## src/rtl/sii_ncu_link_arb.sv

```systemverilog
// Inbound SII->NCU link scheduler: round-robin between rdq and intq, request/grant handshake,
// then streams the held packet as 32-bit beats with per-halfword even parity.
module sii_ncu_link_arb #(
  parameter int unsigned BEATS       = 4,
  parameter int unsigned GNT_TIMEOUT = 1024
) (
  input  logic                iol2clk,
  input  logic                rst,
  input  logic                rdq_vld,
  input  logic [32*BEATS-1:0] rdq_pkt,
  output logic                rdq_ack,
  input  logic                intq_vld,
  input  logic [32*BEATS-1:0] intq_pkt,
  output logic                intq_ack,
  output logic                sii_ncu_req,
  input  logic                ncu_sii_gnt,
  output logic [31:0]         sii_ncu_data,
  output logic [1:0]          sii_ncu_dparity,
  input  logic                par_inj,
  output logic                gnt_timeout,
  output logic                gnt_unexp
);

  localparam int unsigned PKT_W  = 32 * BEATS;
  localparam int unsigned BEAT_W = (BEATS > 1) ? $clog2(BEATS) : 1;
  localparam int unsigned TMO_W  = 16;
  localparam logic [BEAT_W-1:0] LAST_BEAT = BEAT_W'(BEATS - 1);
  localparam logic [TMO_W-1:0]  TMO_LAST  = TMO_W'(GNT_TIMEOUT - 1);

  typedef enum logic [1:0] {
    ST_IDLE = 2'd0,
    ST_REQ  = 2'd1,
    ST_XFER = 2'd2
  } state_e;

  state_e            state_q, state_d;
  logic              rr_ptr_q, rr_ptr_d;
  logic              win_id_q, win_id_d;
  logic [PKT_W-1:0]  held_q, held_d;
  logic [BEAT_W-1:0] beat_q, beat_d;
  logic [TMO_W-1:0]  tmo_cnt_q, tmo_cnt_d;
  logic              req_q, req_d;
  logic [31:0]       data_q, data_d;
  logic [1:0]        par_q, par_d;
  logic              rdq_ack_q, rdq_ack_d;
  logic              intq_ack_q, intq_ack_d;
  logic              tmo_q, tmo_d;
  logic              unexp_q, unexp_d;

  logic              drive;
  logic [BEAT_W-1:0] drive_idx;
  logic              pick;

  // Beat 0 is the most significant word of the packet.
  function automatic logic [31:0] beat_of(input logic [PKT_W-1:0] pkt,
                                          input logic [BEAT_W-1:0] idx);
    logic [PKT_W-1:0] sh;
    sh = pkt >> (32 * (BEATS - 1 - 32'(idx)));
    return sh[31:0];
  endfunction

  function automatic logic [1:0] par_of(input logic [31:0] b, input logic inj);
    return {^b[31:16], (^b[15:0]) ^ inj};
  endfunction

  always_ff @(posedge iol2clk) begin
    if (rst) begin
      state_q    <= ST_IDLE;
      rr_ptr_q   <= 1'b0;
      win_id_q   <= 1'b0;
      held_q     <= '0;
      beat_q     <= '0;
      tmo_cnt_q  <= '0;
      req_q      <= 1'b0;
      data_q     <= '0;
      par_q      <= '0;
      rdq_ack_q  <= 1'b0;
      intq_ack_q <= 1'b0;
      tmo_q      <= 1'b0;
      unexp_q    <= 1'b0;
    end else begin
      state_q    <= state_d;
      rr_ptr_q   <= rr_ptr_d;
      win_id_q   <= win_id_d;
      held_q     <= held_d;
      beat_q     <= beat_d;
      tmo_cnt_q  <= tmo_cnt_d;
      req_q      <= req_d;
      data_q     <= data_d;
      par_q      <= par_d;
      rdq_ack_q  <= rdq_ack_d;
      intq_ack_q <= intq_ack_d;
      tmo_q      <= tmo_d;
      unexp_q    <= unexp_d;
    end
  end

  always_comb begin
    state_d    = state_q;
    rr_ptr_d   = rr_ptr_q;
    win_id_d   = win_id_q;
    held_d     = held_q;
    beat_d     = beat_q;
    tmo_cnt_d  = tmo_cnt_q;
    req_d      = 1'b0;
    data_d     = '0;
    par_d      = '0;
    rdq_ack_d  = 1'b0;
    intq_ack_d = 1'b0;
    tmo_d      = 1'b0;
    unexp_d    = ncu_sii_gnt && (state_q != ST_REQ);
    drive      = 1'b0;
    drive_idx  = '0;
    pick       = 1'b0;

    case (state_q)
      ST_IDLE: begin
        tmo_cnt_d = '0;
        if (rdq_vld || intq_vld) begin
          pick     = (rdq_vld && intq_vld) ? rr_ptr_q : intq_vld;
          win_id_d = pick;
          held_d   = pick ? intq_pkt : rdq_pkt;
          req_d    = 1'b1;
          state_d  = ST_REQ;
        end
      end
      ST_REQ: begin
        if (ncu_sii_gnt) begin
          state_d   = ST_XFER;
          tmo_cnt_d = '0;
          drive     = 1'b1;
          drive_idx = '0;
        end else begin
          req_d = 1'b1;
          // Timeout only reports; the request stays up until granted.
          if (tmo_cnt_q == TMO_LAST) begin
            tmo_d     = 1'b1;
            tmo_cnt_d = '0;
          end else begin
            tmo_cnt_d = tmo_cnt_q + TMO_W'(1);
          end
        end
      end
      ST_XFER: begin
        if (beat_q == LAST_BEAT) begin
          state_d = ST_IDLE;
        end else begin
          drive     = 1'b1;
          drive_idx = beat_q + BEAT_W'(1);
        end
      end
      default: state_d = ST_IDLE;
    endcase

    // Load the next beat; the ack rides along with the last one.
    if (drive) begin
      beat_d = drive_idx;
      data_d = beat_of(held_q, drive_idx);
      par_d  = par_of(data_d, par_inj);
      if (drive_idx == LAST_BEAT) begin
        rdq_ack_d  = ~win_id_q;
        intq_ack_d = win_id_q;
        rr_ptr_d   = ~win_id_q;
      end
    end
  end

  assign sii_ncu_req     = req_q;
  assign sii_ncu_data    = data_q;
  assign sii_ncu_dparity = par_q;
  assign rdq_ack         = rdq_ack_q;
  assign intq_ack        = intq_ack_q;
  assign gnt_timeout     = tmo_q;
  assign gnt_unexp       = unexp_q;

endmodule

```

## config.mk

```make
export PLATFORM = sky130hd
export DESIGN_NAME = sii_ncu_link_arb
export DESIGN_NICKNAME = d
export VERILOG_FILES = /design/src/rtl/sii_ncu_link_arb.sv
export SDC_FILE = /design/constraint.sdc
export NUM_CORES = 1
export LEC_CHECK = 0
export CAP_MARGIN = 20
export CELL_PAD_IN_SITES_DETAIL_PLACEMENT = 1
export CELL_PAD_IN_SITES_GLOBAL_PLACEMENT = 2
export CORE_AREA = 8 8 176 245
export DETAILED_ROUTE_END_ITERATION = 6
export DIE_AREA = 0 0 184 253
export PLACE_DENSITY_LB_ADDON = 0.1
export SKIP_CTS_REPAIR_TIMING = 1
export SYNTH_ARGS = -nofsm -noshare
export SYNTH_HDL_FRONTEND = slang
export SYNTH_SLANG_ARGS = --single-unit
```

## constraint.sdc

```tcl
create_clock -name iol2clk -period 2.1 [get_ports iol2clk]
set_input_delay 0.42 -clock iol2clk [delete_from_list [all_inputs] [get_ports iol2clk]]
set_output_delay 0.42 -clock iol2clk [all_outputs]
set_load 0.05 [all_outputs]
```

-- Yosys cells after proc, flatten, opt, wreduce, memory -nomap -nowiden
Index checks and enable logic that the tools add are counted.
- add/sub/neg operators: 3
- equal/unequal tests: 9
- bitwise logic cells: 5
- reduce and logical (&&, ||, !) cells: 13
- shifts and indexed selects: 1
- muxes and demuxes: 18
- operators with widths (kind ; number):
    two-way mux 128 bit ; 1
    right shift 128 x 32 -> 32 bit ; 1
    two-way mux 16 bit ; 2
    case mux 16 bit (2 select lines) ; 1
    parity 16 bit ; 2
    adder 16 x 1 -> 16 bit (second input constant) ; 1
    == test 16 x 10 -> 1 bit (second input constant) ; 1
    two-way mux 2 bit ; 5
    == test 2 bit (second input constant) ; 3
    two-way mux 1 bit ; 6
    != test 2 bit (second input constant) ; 3
    case mux 2 bit (3 select lines) ; 1
    OR reduction 3 bit ; 2
    NOT 1 bit ; 4
    case mux 1 bit (2 select lines) ; 2
    AND reduction 2 bit ; 2
    AND reduction 3 bit ; 1
    subtractor 2 x 2 -> 3 bit (first input constant) ; 1
    adder 2 x 1 -> 2 bit (second input constant) ; 1
    == test 2 x 1 -> 1 bit (second input constant) ; 1
    logical AND 1 bit ; 2
    logical NOT 2 bit ; 1
    != test 2 x 1 -> 1 bit (second input constant) ; 1
    nonzero test 2 bit ; 1
    other kinds (3) ; 3
- bits of input ports: 262
- logic and storage cells: 62
- output and inout port bits: 39
- flip-flop bits (word level): 189

-- Longest topological paths before layout
Gate-level depths: netlist of run 1.
- depth after elaboration: 7
- gate-level depth with buffers: 10

-- Worst setup path after synthesis of run 1
Ideal clock, no wire load.
- kind: reg-to-reg
- start point: register beat_q[0]
- end point: register par_q[1], in the netlist sii_ncu_dparity[1]
- data required time: 2.036 ns
- arrival time: 2.140 ns
- setup time: 0.064 ns
- slack: -0.105 ns
- path buffers: 1
- cell stages (with the launch flop): 10
- cells stage by stage: dfxtp_1 -> ha_1 -> or3b_2 -> buf_6 -> nand3_1 -> o211ai_2 -> xnor2_1 -> xnor2_1 -> xnor3_1 -> nor2_1
- cells in the longest elaborated chain, start to end: 6
- elaborated cells between the ends (all ways): 11
- RTL lines (item ; RTL line ; RTL):
    start: declaration ; 40 ; logic [BEAT_W-1:0] beat_q, beat_d;
    start signal: assignment ; 86 ; beat_q <= beat_d;
    adder 2 x 1 -> 2 bit / == test 2 bit (equally long branches) ; 149, 145 ;
    two-way mux 2 bit ; 145 ; if (beat_q == LAST_BEAT) begin
    two-way mux 2 bit ; n/a ;
    subtractor 2 x 2 -> 3 bit ; 58 ; sh = pkt >> (32 * (BEATS - 1 - 32'(idx)));
    right shift 128 x 32 -> 32 bit ; 58 ;
    parity 16 bit ; 63 ; return {^b[31:16], (^b[15:0]) ^ inj};
    end signal: assignment ; 90 ; par_q <= par_d;
    end: declaration ; 44 ; logic [1:0] par_q, par_d;
Parallel ways exist; a longest one is shown, timed or not.
A chain may end at the register's enable or synchronous reset.

-- Final worst setup path of run 1
Same ends and word-level chain as after synthesis.

==> results of run 1 <==
[cell type report]
| class | count | area (um^2) | share of cell area [%] |
|---|---|---|---|
| Timing Repair Buffer | 387 | 3960 | 27.6 |
| Clock buffer | 22 | 474 | 3.31 |
| Multi-Input combinational cell | 816 | 5270 | 36.7 |
| Tap cell | 534 | 668 | 4.66 |
| Clock inverter | 10 | 129 | 0.899 |
| Antenna cell | 13 | 32.5 | 0.227 |
| Inverter | 5 | 25.0 | 0.175 |
| Sequential cell | 189 | 3790 | 26.4 |
[final timing paths]
check	start	endpoint	slack, ns	cells past startpoint
min	rst	win_id_q	0.34	2
min reg2reg	tmo_cnt_q[1]	tmo_cnt_q[1]	0.49	2
max reg2reg	beat_q[0]	sii_ncu_dparity[1]	-0.05	9
max	beat_q[0]	sii_ncu_dparity[1]	-0.05	9
[per-layer routing]
layer / vias to the layer above / share of wire, % / GRT usage [%] / wire length [um]
li1: 4475 / - / - / -
met1: 4395 / 39 / 18.7 / 16100
met2: 205 / 53 / 31.7 / 21600
met3: 40 / 5.7 / 5.04 / 2350
met4: 10 / 2.2 / 7.32 / 895
met5: - / 0.15 / 0 / 62
[synth_stat cells (all sizes together), types with 4 or more instances]
cell    count
nand2     280
dfxtp     189
nor2      163
a311oi    128
clkbuf     75
xnor2      75
and2       30
mux4       24
mux2i      22
xor2       15
buf        14
a21oi      12
o21ai       8
nand3       7
ha          6
nand4       6
inv         5
nor2b       4
[flip-flops by register name, indices dropped and copies added (netlist names), 2 cells and up]
register         count
held_q             128
tmo_cnt_q           16
beat_q               2
state_q              2
sii_ncu_dparity      2
sii_ncu_data        32
[metrics by stage]
| stage | hold slack, ns | cell area [um^2] |
|---|---|---|
| after CTS | 0.319 | 14100 |
| after global placement | 0.463 | 13500 |
| after floorplan | 0.441 | 9360 |
| after detailed placement | 0.488 | 13500 |
| after global routing | 0.344 | 14300 |
| final | 0.337 | 14300 |
[cells by family (layout without fill, tap and decap cells)]
kind of cell / Yosys count / count (layout) / synth area share (%)
AND/OR/NAND/NOR: 511 / 511 / 22.8
buffers and inverters: 94 / 424 / 4.24
XOR/XNOR: 92 / 92 / 8.93
AO/OA/AOI/OAI: 161 / 161 / 14.5
multiplexers: 46 / 46 / 8.16
adder cells (fa/ha/maj): 6 / 6 / 0.805
other: 0 / 13 / 0
flip-flops: 189 / 189 / 40.6
[power by group]
part / switching (mW) / internal, mW / total [mW] / leakage [nW]
combinational: 2.32 / 2.66 / 4.98 / 3.65
clock: 1.51 / 1.87 / 3.38 / 0.292
sequential: 0.569 / 4.16 / 4.72 / 1.56
==> flow_summary.json, run 1 <==
{
  "p_per_area_nw_per_um2": 912,
  "rsz0062_at_grt": "yes",
  "tritoncts": "yes",
  "hold_viol": 0,
  "layout_common_cells": "clkdlybuf4s50_1, nand2_1, dfxtp_1",
  "maxSlewViolCount": 0,
  "synthToLayoutAreaGrowth_pct": 53.7,
  "core_area_um2": 39600,
  "cpMaxStageDelayCell": "xnor3_1",
  "yosysTopAreaCell": "dfxtp_1",
  "post-place-cells": 1924,
  "ant_nets": 0,
  "cp_max_fo": 5,
  "ys.flop_type": "dfxtp_1",
  "drive_gt1_share_pct": 12.6,
  "drt_iter0_markers": 287,
  "dieArea_um2": 46600,
  "setup-violations-final": 2,
  "ys_types": 45,
  "cts.clk_slew.worst_paths_ns": 0.07,
  "io_buffers": 300,
  "critPathLaunchType": "flip-flop",
  "first_pass_iters": 4,
  "crit_required_ns": 2.48,
  "initial_core_util_pct": 23.5,
  "cp_num_buf_inv": 2,
  "fin_crit_sh_pct": 102,
  "crit_family": "XOR/XNOR gates",
  "p_total_mw": 13.1,
  "crit_top_cell": "buf_6",
  "die_x_um": 184,
  "dp_slack_ns": -0.258,
  "leakagePower_nw": 5.50,
  "finalWeightedCongestion": 0.779,
  "drc": 0,
  "status": "finished with violations",
  "row_count": 87,
  "ys_ff_latch": 189,
  "syn_area_per_cell_um2": 8.49,
  "critPathMaxStageDelay_ns": 0.35,
  "vias": 9125,
  "cap_violations": 0,
  "yosysWarnings": 0,
  "yosysTopAreaCellShare_pct": 40.6,
  "die_h_um": 253,
  "insertion_delay_ns": 0.44,
  "cts_root_buffer": "clkbuf_16",
  "synth_area_um2": 9330,
  "utilization_pct": 36.2,
  "numCtsBuffers": 17,
  "cts.htree.levels": 4,
  "final_nets": 1684,
  "post-route-worst-setup-slack_ns": -0.0515,
  "worstSetupPathType": "flip-flop to flip-flop",
  "antenna_found_initial": 19,
  "cts_sinks": 189,
  "hpwl_um": 32600,
  "fin_skew_ns": 0.0114,
  "final_common_cell": "clkdlybuf4s50_1",
  "overflow": 0,
  "grt_pass1_vias": 10100,
  "synth_nets": 1367,
  "wl_per_cell_um": 20.8,
  "violations": "negative setup slack",
  "slew_headroom_pct": 60.3,
  "worst_pin_slew_ns": 0.594,
  "ys_seq_area_share_pct": 40.6,
  "fin_setup_tns_ns": -0.0926,
  "async_flop_share_pct": 0,
  "synth_area_leaders": "dfxtp_1, a311oi_1, nand2_1",
  "min_period_ns": 2.15,
  "boundaryPins": 301,
  "ir_worst_vdd_mv": 0.538,
  "track_usage_pct": 17.5,
  "finalNonFillerCells": 1976,
  "hp-class": "input pin to flip-flop",
  "crit_path_cell_trace": "ha_4, buf_6, nor4b_4, buf_6, a222oi_1, o21ai_1, xor2_1, xnor3_1, nor2_1",
  "wirelength_um": 41000,
  "fill_cells": 4635,
  "vias_per_cell": 4.62,
  "netlist_instances": 1099,
  "cp.arrival_ns": 2.53,
  "grt_first_pass_wirelength_um": 61400,
  "setup.worst_path.end_class": "flip-flop",
  "fmax_mhz": 465,
  "synth_edf_count": 0,
  "grt_max_degree": 49,
  "clk_path_buf_depth": 2
}
No activity file was read; power rests on OpenSTA's default activity.
==> run 2: changes to the inputs <==
--- a/config.mk
+++ b/config.mk
@@ -8,9 +8,10 @@
 export CAP_MARGIN = 20
 export CELL_PAD_IN_SITES_DETAIL_PLACEMENT = 1
 export CELL_PAD_IN_SITES_GLOBAL_PLACEMENT = 2
-export CORE_AREA = 8 8 176 245
+export CORE_AREA = 8 8 173 240
+export CTS_BUF_LIST = sky130_fd_sc_hd__clkbuf_4 sky130_fd_sc_hd__clkbuf_8
 export DETAILED_ROUTE_END_ITERATION = 6
-export DIE_AREA = 0 0 184 253
+export DIE_AREA = 0 0 181 248
 export PLACE_DENSITY_LB_ADDON = 0.1
 export SKIP_CTS_REPAIR_TIMING = 1
 export SYNTH_ARGS = -nofsm -noshare
==> run 2 against run 1 <==
  * The flow still finishes with violations (negative setup slack)
  * Critical path depth increased by 1
  * Register-to-register slack got worse by 0.04 ns
  * Power decreased by 7.7%
  * Wire length decreased by 1.6%
  * Clock skew increased by 0.0032 ns
  * Worst setup slack got worse by 0.037 ns
==> flow_summary.json, run 2 (synthesis gave the netlist of run 1 again) <==
{
  "status": "finished with violations",
  "violations": "negative setup slack",
  "vias_per_cell": 4.76,
  "dpl-instance-area_um2": 13400,
  "regMostFlops": "held_q",
  "io_buffers": 300,
  "cap_violations": 0,
  "p_total_mw": 12.1,
  "min_to": "state_q[0]",
  "first_pass_iters": 5,
  "reg2regPathDepth": 10,
  "maxSlewViolCount": 0,
  "r2r-end": "sii_ncu_dparity[0]",
  "seq_area_um2": 3790,
  "top_layer": "met5",
  "ant_nets": 0,
  "grt_first_pass_wirelength_um": 61100,
  "insertion_delay_ns": 0.50,
  "cts.htree.levels": 4,
  "hp-class": "input pin to flip-flop",
  "cts_sinks": 189,
  "fin_skew_ns": 0.0146,
  "hold_viol": 0,
  "finalWeightedCongestion": 0.763,
  "dieArea_um2": 44900,
  "fmax_mhz": 457,
  "fin_crit_sh_pct": 104,
  "p_per_area_nw_per_um2": 867,
  "die_h_um": 248,
  "setup-violations-final": 2,
  "multi_input_area_um2": 5230,
  "final_common_cell": "nand2_1",
  "wirelength_um": 40400,
  "critPathLaunchType": "flip-flop",
  "fin_setup_tns_ns": -0.147,
  "cts_root_buffer": "clkbuf_8",
  "hp-start": "rst",
  "worst_pin_slew_ns": 0.612,
  "initial_core_util_pct": 24.5,
  "worstSetupPathType": "flip-flop to flip-flop",
  "min_path_cells": 2,
  "row_count": 85,
  "overflow": 0,
  "track_usage_pct": 18.0,
  "layout_common_cells": "nand2_1, clkdlybuf4s50_1, dfxtp_1",
  "synthToLayoutAreaGrowth_pct": 49.2,
  "ir_worst_vdd_mv": 0.389,
  "clk_path_buf_depth": 2,
  "wl_met2_um": 21200,
  "route.met3.wl_um": 2590,
  "r2r_setup_slack_ns": -0.09,
  "core_area_um2": 38100,
  "wl_per_cell_um": 21.2,
  "numCtsBuffers": 17,
  "drt_iter0_markers": 313,
  "die_x_um": 181,
  "crit_required_ns": 2.52,
  "min_period_ns": 2.19,
  "fill_cells": 4446,
  "final_nets": 1673,
  "dp_slack_ns": -0.201,
  "leakagePower_nw": 5.80,
  "vias": 9061,
  "drive_gt1_share_pct": 11.8,
  "largest_register_ffs": 128,
  "tritoncts": "yes",
  "wl_met1_um": 15900,
  "post-route-worst-setup-slack_ns": -0.0884,
  "setup.worst_path.end_class": "flip-flop",
  "cp_max_fo": 5,
  "cts.clk_slew.worst_paths_ns": 0.10,
  "timing.rr.start": "state_q[0]",
  "cp.arrival_ns": 2.61,
  "boundaryPins": 301,
  "antenna_found_initial": 11,
  "rsz0062_at_grt": "yes",
  "finalInstanceArea_um2": 13900,
  "grt_pass1_vias": 9925,
  "drc": 0,
  "hpwl_um": 31900,
  "grt_max_degree": 49,
  "slew_headroom_pct": 59.1
}
[run 2: critical path, cell delays in order (launching register included)]
cell and delay [ns]:
dfxtp_2 0.34, inv_2 0.07, ha_4 0.17, buf_6 0.11
clkinvlp_4 0.13, a222oi_1 0.37, o21ai_1 0.16, xnor2_1 0.27
xnor2_2 0.15, xnor2_1 0.16, mux2i_1 0.19
[run 2: layer usage]
metal | vias to the layer above | GRT usage [%]
met4 | 8 | 5.58
met2 | 224 | 32.7
li1 | 4440 | -
met5 | - | 0
met1 | 4356 | 19.4
met3 | 33 | 6.01
[run 2: power by group]
part	total, mW	leakage [nW]	internal (mW)	switching [mW]
combinational	4.79	4.03	2.57	2.22
clock	2.55	0.205	1.11	1.43
sequential	4.74	1.56	4.15	0.583
total	12.1	5.80	7.84	4.23
[run 2: metrics by stage]
stage               instances  hold WS (ns)  utilization, %
global placement         1862         0.452            35.1
floorplan                1099         0.441               -
finish                   1905         0.287            36.6
CTS                      1894         0.247            36.2
global route             1901         0.276            36.5
detailed placement       1862         0.468            35.1
[run 2: worst max-delay path by stage]
stage                     startpoint            endpoint  depth (start not counted)
after floorplan            beat_q[0]  sii_ncu_dparity[0]                          9
after global placement    state_q[0]  sii_ncu_dparity[0]                          7
after detailed placement  state_q[0]  sii_ncu_dparity[1]                          9
after CTS                 state_q[0]  sii_ncu_dparity[1]                          9
after global routing      state_q[0]  sii_ncu_dparity[0]                         10
final                     state_q[0]  sii_ncu_dparity[0]                         10
[run 2: cell type report]
type | count | area share (%)
repair buffers | 376 | 27.8
flip-flops and latches | 189 | 27.2
inverters | 5 | 0.180
diodes | 9 | 0.162
well taps | 478 | 4.30
multi-input cells | 816 | 37.6
clock buffers | 19 | 1.83
clock inverters | 13 | 0.998
==> run 3: changes to the inputs <==
--- a/config.mk
+++ b/config.mk
@@ -12,8 +12,10 @@
 export CTS_BUF_LIST = sky130_fd_sc_hd__clkbuf_4 sky130_fd_sc_hd__clkbuf_8
 export DETAILED_ROUTE_END_ITERATION = 6
 export DIE_AREA = 0 0 181 248
+export GPL_ROUTABILITY_DRIVEN = 0
 export PLACE_DENSITY_LB_ADDON = 0.1
 export SKIP_CTS_REPAIR_TIMING = 1
+export SKIP_LAST_GASP = 1
 export SYNTH_ARGS = -nofsm -noshare
 export SYNTH_HDL_FRONTEND = slang
 export SYNTH_SLANG_ARGS = --single-unit
==> run 3 against run 2 <==
  * The flow still finishes with violations (negative setup slack)
  * Flip-flop and latch count unchanged
  * Worst hold slack about the same
  * Register-to-register slack about the same
  * Critical path depth increased by 1
  * Power decreased by 0.26%
  * Final area about the same
  * Sequential power about the same
  * Sequential share of layout area about the same
  * Wire length about the same
  * Core utilization about the same
  * Combinational power about the same
  * Clock-buffer cell count unchanged
  * Critical path type unchanged
  * Largest power group unchanged
  * Highest routed layer unchanged
==> flow_summary.json, run 3 (synthesis gave the netlist of run 1 again) <==
{
  "status": "finished with violations",
  "violations": "negative setup slack",
  "die_h_um": 248,
  "min_to": "state_q[0]",
  "worstSetupPathType": "flip-flop to flip-flop",
  "cts_sinks": 189,
  "dieArea_um2": 44900,
  "first_pass_iters": 6,
  "die_x_um": 181,
  "post-route-worst-setup-slack_ns": -0.0893,
  "boundaryPins": 301,
  "crit_required_ns": 2.54,
  "vias": 9057,
  "track_usage_pct": 18.0,
  "fmax_mhz": 457,
  "grt_max_degree": 49,
  "regMostFlops": "held_q",
  "fin_skew_ns": 0.0121,
  "final_nets": 1673,
  "insertion_delay_ns": 0.50,
  "wirelength_um": 40300,
  "seq_area_um2": 3790,
  "cp_max_fo": 5,
  "worst_pin_slew_ns": 0.608,
  "fin_setup_tns_ns": -0.176,
  "cts_root_buffer": "clkbuf_8",
  "io_buffers": 300,
  "antenna_found_initial": 11,
  "vias_per_cell": 4.75,
  "multi_input_area_um2": 5210,
  "cap_violations": 0,
  "grt_pass1_vias": 9925,
  "drive_gt1_share_pct": 11.6,
  "timing.rr.start": "state_q[0]",
  "numCtsBuffers": 17,
  "reg2regPathDepth": 11,
  "grt_first_pass_wirelength_um": 61100,
  "initial_core_util_pct": 24.5,
  "clk_path_buf_depth": 2,
  "fill_cells": 4450,
  "rsz0062_at_grt": "yes",
  "drc": 0,
  "critPathLaunchType": "flip-flop",
  "slew_headroom_pct": 59.4,
  "cp_num_buf_inv": 4,
  "ant_nets": 0,
  "cts.clk_slew.worst_paths_ns": 0.10,
  "core_area_um2": 38100,
  "overflow": 0,
  "crit_path_cell_trace": "inv_2, ha_4, buf_6, clkinvlp_4, nor2_8, nor2_2, buf_4, a22oi_1, xor2_1, xnor3_1, nor2_1",
  "wl_per_cell_um": 21.2,
  "p_total_mw": 12.0,
  "row_count": 85,
  "p_per_area_nw_per_um2": 866,
  "cts.htree.levels": 4,
  "fin_crit_sh_pct": 104,
  "leakagePower_nw": 5.81,
  "setup-violations-final": 2,
  "r2r-end": "sii_ncu_dparity[1]",
  "cp.arrival_ns": 2.63,
  "min_path_cells": 2,
  "hp-start": "rst",
  "drt_iter0_markers": 303,
  "utilization_pct": 36.5,
  "maxSlewViolCount": 0,
  "final_common_cell": "nand2_1",
  "setup.worst_path.end_class": "flip-flop",
  "r2r_setup_slack_ns": -0.09,
  "ir_worst_vdd_mv": 0.389,
  "min_period_ns": 2.19,
  "tritoncts": "yes",
  "layout_common_cells": "nand2_1, clkdlybuf4s50_1, dfxtp_1",
  "critPathMaxStageDelay_ns": 0.35,
  "crit_family": "XOR/XNOR gates",
  "synthToLayoutAreaGrowth_pct": 49.1,
  "dp_slack_ns": -0.201,
  "hpwl_um": 31900,
  "cpMaxStageDelayCell": "xnor3_1",
  "largest_register_ffs": 128,
  "hold_viol": 0,
  "hp-class": "input pin to flip-flop"
}
## run 3: cell counts in the layout (fill, tap and decap cells not counted)
No cell type changed its count.
## run 3: cell type report
| class | count | share of cell area, % |
|---|---|---|
| Clock inverter | 13 | 0.999 |
| Multi-Input combinational cell | 816 | 37.5 |
| Tap cell | 478 | 4.30 |
| Inverter | 5 | 0.180 |
| Antenna cell | 9 | 0.162 |
| Clock buffer | 19 | 1.84 |
| Sequential cell | 189 | 27.2 |
| Timing Repair Buffer | 376 | 27.8 |
## run 3: how the worst max path moves through the flow
stage / start / slack, ns / cells after the start / to
3_5_place_dp: state_q[0] / -0.20 / 9 / sii_ncu_dparity[1]
5_1_grt: state_q[0] / -0.25 / 10 / sii_ncu_dparity[0]
4_1_cts: state_q[0] / -0.23 / 9 / sii_ncu_dparity[1]
3_3_place_gp: state_q[0] / -0.10 / 7 / sii_ncu_dparity[0]
6_report: state_q[0] / -0.09 / 11 / sii_ncu_dparity[1]
2_1_floorplan: beat_q[0] / -0.005 / 9 / sii_ncu_dparity[0]
## run 3: routing by layer
| metal | track usage, % | share of wire (%) | up-vias | wire length (um) |
|---|---|---|---|---|
| met5 | 0 | 0.14 | - | 55 |
| met1 | 19.4 | 39 | 4366 | 15800 |
| met4 | 5.58 | 1.4 | 8 | 563 |
| met3 | 6.01 | 6.5 | 32 | 2640 |
| met2 | 32.7 | 53 | 213 | 21300 |
| li1 | - | - | 4438 | - |
## run 3: power breakdown
part | total [mW] | switching, mW | leakage (nW) | internal [mW]
Sequential | 4.74 | 0.582 | 1.56 | 4.15
Combinational | 4.76 | 2.20 | 4.05 | 2.56
Clock | 2.54 | 1.43 | 0.205 | 1.11
## run 3: per-stage QoR
step                area, um^2  cells  hold WS, ns
floorplan                 9360   1099        0.441
global placement         13400   1862        0.452
detailed placement       13400   1862        0.468
CTS                      13800   1894        0.247
global route             13900   1901        0.276
finish                   13900   1905        0.288
